--- src/rtl/reg_file.sv ---
// -----------------------------------------------------------------------------
// reg_file -- RV32I integer register file (x0..x31), feeds the ALU operand muxes.
//
// Purpose
//   Two asynchronous read ports and one synchronous write port. x0 is hardwired
//   to zero. It has no storage, and reads of address 0 always return 0.
//   A synchronous, active-high reset clears every register. While rst is held,
//   both read ports return 0.
//
// Ports
//   clk       in   1       core clock, all state updates on the rising edge
//   rst       in   1       synchronous active-high reset (has priority over writes)
//   rs1_addr  in   ADDR_W  read port 1 address
//   rs2_addr  in   ADDR_W  read port 2 address
//   rs1_data  out  WIDTH   read port 1 data (ALU in_a path)
//   rs2_data  out  WIDTH   read port 2 data (ALU in_b path)
//   rd_we     in   1       write enable
//   rd_addr   in   ADDR_W  write address (address 0 discards the write)
//   rd_data   in   WIDTH   write data
//
// Configuration
//   RF_BYPASS_EN  When defined, a read of the register being written in the
//                 same cycle returns rd_data combinationally. The array is
//                 still written at the edge.
//                 When undefined (the default, used by the single-cycle core),
//                 a same-cycle read returns the old stored value.
//
// There is no handshake. Reads are pure combinational lookups, and a write
// commits on every rising edge where rd_we=1, rst=0 and rd_addr != 0.
// -----------------------------------------------------------------------------
module reg_file #(
    parameter int WIDTH  = 32,
    parameter int ADDR_W = 5
) (
    input  logic              clk,
    input  logic              rst,
    input  logic [ADDR_W-1:0] rs1_addr,
    input  logic [ADDR_W-1:0] rs2_addr,
    output logic [WIDTH-1:0]  rs1_data,
    output logic [WIDTH-1:0]  rs2_data,
    input  logic              rd_we,
    input  logic [ADDR_W-1:0] rd_addr,
    input  logic [WIDTH-1:0]  rd_data
);

    localparam int DEPTH = 2 ** ADDR_W;

    // Storage exists only for x1..x(DEPTH-1). Leaving out x0 guarantees that it
    // can never hold a non-zero value.
    logic [WIDTH-1:0] regs [1:DEPTH-1];

    for (genvar g = 1; g < DEPTH; g++) begin : g_reg
        always_ff @(posedge clk) begin
            if (rst) begin
                regs[g] <= '0;
            end else if (rd_we && (rd_addr == ADDR_W'(g))) begin
                regs[g] <= rd_data;
            end
        end
    end

    // Shared read rule for both ports. The order of checks is:
    // reset, then x0, then the optional bypass, then the stored value.
    function automatic logic [WIDTH-1:0] read_port(input logic [ADDR_W-1:0] a);
        logic [WIDTH-1:0] v;
        if (rst || (a == '0)) begin
            v = '0;
        end
`ifdef RF_BYPASS_EN
        else if (rd_we && (rd_addr == a)) begin
            // Address 0 was already handled above, so the bypass never
            // forwards to x0.
            v = rd_data;
        end
`endif
        else begin
            v = regs[a];
        end
        return v;
    endfunction

    always_comb begin
        rs1_data = read_port(rs1_addr);
        rs2_data = read_port(rs2_addr);
    end

endmodule

--- config.mk ---
export PLATFORM = sky130hd
export DESIGN_NAME = reg_file
export DESIGN_NICKNAME = d
export VERILOG_FILES = /design/src/rtl/reg_file.sv
export SDC_FILE = /design/constraint.sdc
export NUM_CORES = 2
export LEC_CHECK = 0
export BUFFER_PORTS_ARGS = -buffer_cell sky130_fd_sc_hd__buf_2
export CORE_ASPECT_RATIO = 1.1
export CORE_MARGIN = 2
export CORE_UTILIZATION = 49
export CTS_BUF_LIST = sky130_fd_sc_hd__clkbuf_8
export DETAILED_ROUTE_END_ITERATION = 16
export PLACE_DENSITY = 0.71
export SLEW_MARGIN = 20
export SYNTH_ARGS = -nofsm -noshare
export SYNTH_HDL_FRONTEND = slang
export SYNTH_SLANG_ARGS = --single-unit
--- constraint.sdc ---
create_clock -name clk -period 3.2 [get_ports clk]
set_clock_uncertainty 0.2 [all_clocks]
set_input_delay 0.64 -clock clk [delete_from_list [all_inputs] [get_ports clk]]
set_output_delay 0.64 -clock clk [all_outputs]
set_load 0.005 [all_outputs]
==> flow_summary.ini <==
[critical_path]
crit_arrival_ns = 2.79
cp_max_fo = 2
crit_type = flop to primary output
worstPathCellList = mux4_2 -> mux2_4 -> a2111oi_4 -> buf_4 -> a211oi_4 -> buf_2
crit_family = multiplexers
cp-start-kind = flop
critPathMaxStageDelay_ns = 0.47
slowest_stage = mux4_2
cp.required_ns = 2.36
crit_path_end_kind = primary output
worst-path-buf-inv = 2

[placed_design]
place_congestion = 0.928
dp_slack_ns = -0.553
post-dp-hpwl_mm = 114
postPlaceCellArea_sq_um = 59700
port_buffers = 113

[worst_hold_path]
hold_start = rd_data[26]
min_path_type = input pin to flop
min_to = regs[9][26]
worstHoldPathCells = 2

[drt]
antenna_left = 0
met3_length_mm = 19.7
drt-initial-drc-count = 5138
drt-total-wl_mm = 175
wl_met2_mm = 81.9
wl_per_cell_um = 29.5
wl_met1_mm = 67.1
firstDrtPassIters = 8
vias = 37800
topRoutingLayerUsed = met5
drc = 0
vias_per_cell = 6.36

[yosys]
synth_seq_cells = 992
synth_cell_types = 49
synth_ff_type = edfxtp_1
synth_edf_count = 992
ys_seq_area_frac = 0.554
syn_avg_cell_area_sq_um = 13.1
syn-num-nets = 4162
syn_inst = 4112
synth_warnings = 0
syn_area_sq_um = 53800
async_reset_ff_frac = 0

[cells_and_area]
drive_gt1_frac = 0.264
largest_reg_flops = 992
final_area_sq_um = 64100
final_cell_mix = 992 x and2_1, 992 x edfxtp_1, 618 x mux2i_1, 310 x buf_4, 170 x mux4_2
area_growth_pct = 19.2
nNetsFinal = 4461
top_register = regs
top_regs = regs (992)
fillCellCount = 8311

[timing]
setup_viol = 63
clock.fmax_mhz = 275
maxSlewViolCount = 0
tns_ns = -12.33
tightest_slew_ns = 0.654
hold_viol_final = 0
fin_ws_ns = -0.430
period_share = 1.13
finalCriticalPeriod_ns = 3.63
relSlewSlack = 0.563
rsz0062_at_grt = true

[floorplan]
die_height_um = 352
die_area_sq_um = 112000
io_pins = 114
core_region_area_sq_um = 109000
start_util = 0.493
chipWidth_um = 320
fp-row-count = 127

[global_routing]
grt_pass1_vias = 37600
grt_antenna_before_repair = 19
grt_max_degree = 37
overflow = 0
grt_pass1_wl_mm = 252
grtUsageTotal = 0.308

[clock_network]
cts_tree = built
clock-sinks = 992
cts-root-buf = clkbuf_8
cts_max_level = 4
numCtsBuffers = 155
cts.clk_slew.worst_paths_ns = 0.07
cts_buffer_depth = 3

[power]
power_density_nw_per_um2 = 468
leakage_nw = 24.4
irDropWorstVdd_mv = 0.335

[outcome]
status = complete, but fails checks
violations = setup timing

[job]
max_cap_violations = 0
## how the worst max path moves through the flow
| stage | cells after the start | slack, ns | from | to |
|---|---|---|---|---|
| floorplan | 4 | -0.29 | rd_addr[3] | regs[27][0] |
| global placement | 8 | -0.53 | rs1_addr[0] | rs1_data[23] |
| detailed placement | 8 | -0.55 | rs1_addr[0] | rs1_data[23] |
| CTS | 6 | -0.46 | regs[14][12] | rs1_data[12] |
| global route | 6 | -0.49 | regs[14][12] | rs1_data[12] |
| finish | 6 | -0.43 | regs[12][15] | rs1_data[15] |
## stage by stage
step	util	instances	hold WS, ns	total power [W]
6_report	0.588	5948	0.235	0.0300
3_3_place_gp	0.548	5629	1.06	0.0195
4_1_cts	0.584	5907	0.164	0.0299
2_1_floorplan	-	4112	0.638	0.0177
5_1_grt	0.588	5944	0.225	0.0308
3_5_place_dp	0.548	5629	1.08	0.0196
## layer usage
metal / vias up / track usage
met5: - / 0
met4: 14 / 0.125
met3: 456 / 0.0691
met2: 2449 / 0.494
met1: 18900 / 0.410
li1: 16000 / -
## synth_stat cells, drive strengths merged (27+ instances only)
library cell / n / area share
and2: 994 / 0.12
edfxtp: 992 / 0.55
mux2i: 620 / 0.12
clkbuf: 291 / 0.020
mux4: 170 / 0.071
nor2: 149 / 0.010
buf: 139 / 0.014
nand2: 104 / 0.0073
a22oi: 96 / 0.013
o22ai: 91 / 0.011
nand4: 65 / 0.0076
a211oi: 64 / 0.0091
mux2: 64 / 0.013
nand3: 38 / 0.0036
o21ai: 32 / 0.0030
o221ai: 32 / 0.0052
o2bb2ai: 32 / 0.0052
a221oi: 27 / 0.0044
nor4: 27 / 0.0031
## cell families after synthesis
family	share of synthesized area
AOI/OAI and AO/OA	0.0587
buffers and inverters	0.0348
DFF	0.554
muxes	0.200
and+or+nand+nor	0.153
## where the power goes
part / internal, W / switching, W
logic: 0.00191 / 0.00248
clock network: 0.00505 / 0.00512
registers: 0.0150 / 0.000399
## what timing repair did
item	in CTS	in global routing
pin swaps	46	22
buffers inserted	24	32
gates resized for setup	204	40
hold buffers	0	0
cloned	1	1
endpoints found under the setup margin	64	64
## area by class of cell
cell class	count	area [sq um]	share of cell area
multi-input cells	2691	23800	0.371
repair buffers	571	5890	0.0919
clock inverters	107	618	0.00964
flip-flops and latches	992	29800	0.465
well taps	1419	1780	0.0277
diodes	8	20.0	0.000312
clock buffers	160	2200	0.0343
Power figures use the tool's default switching activity.
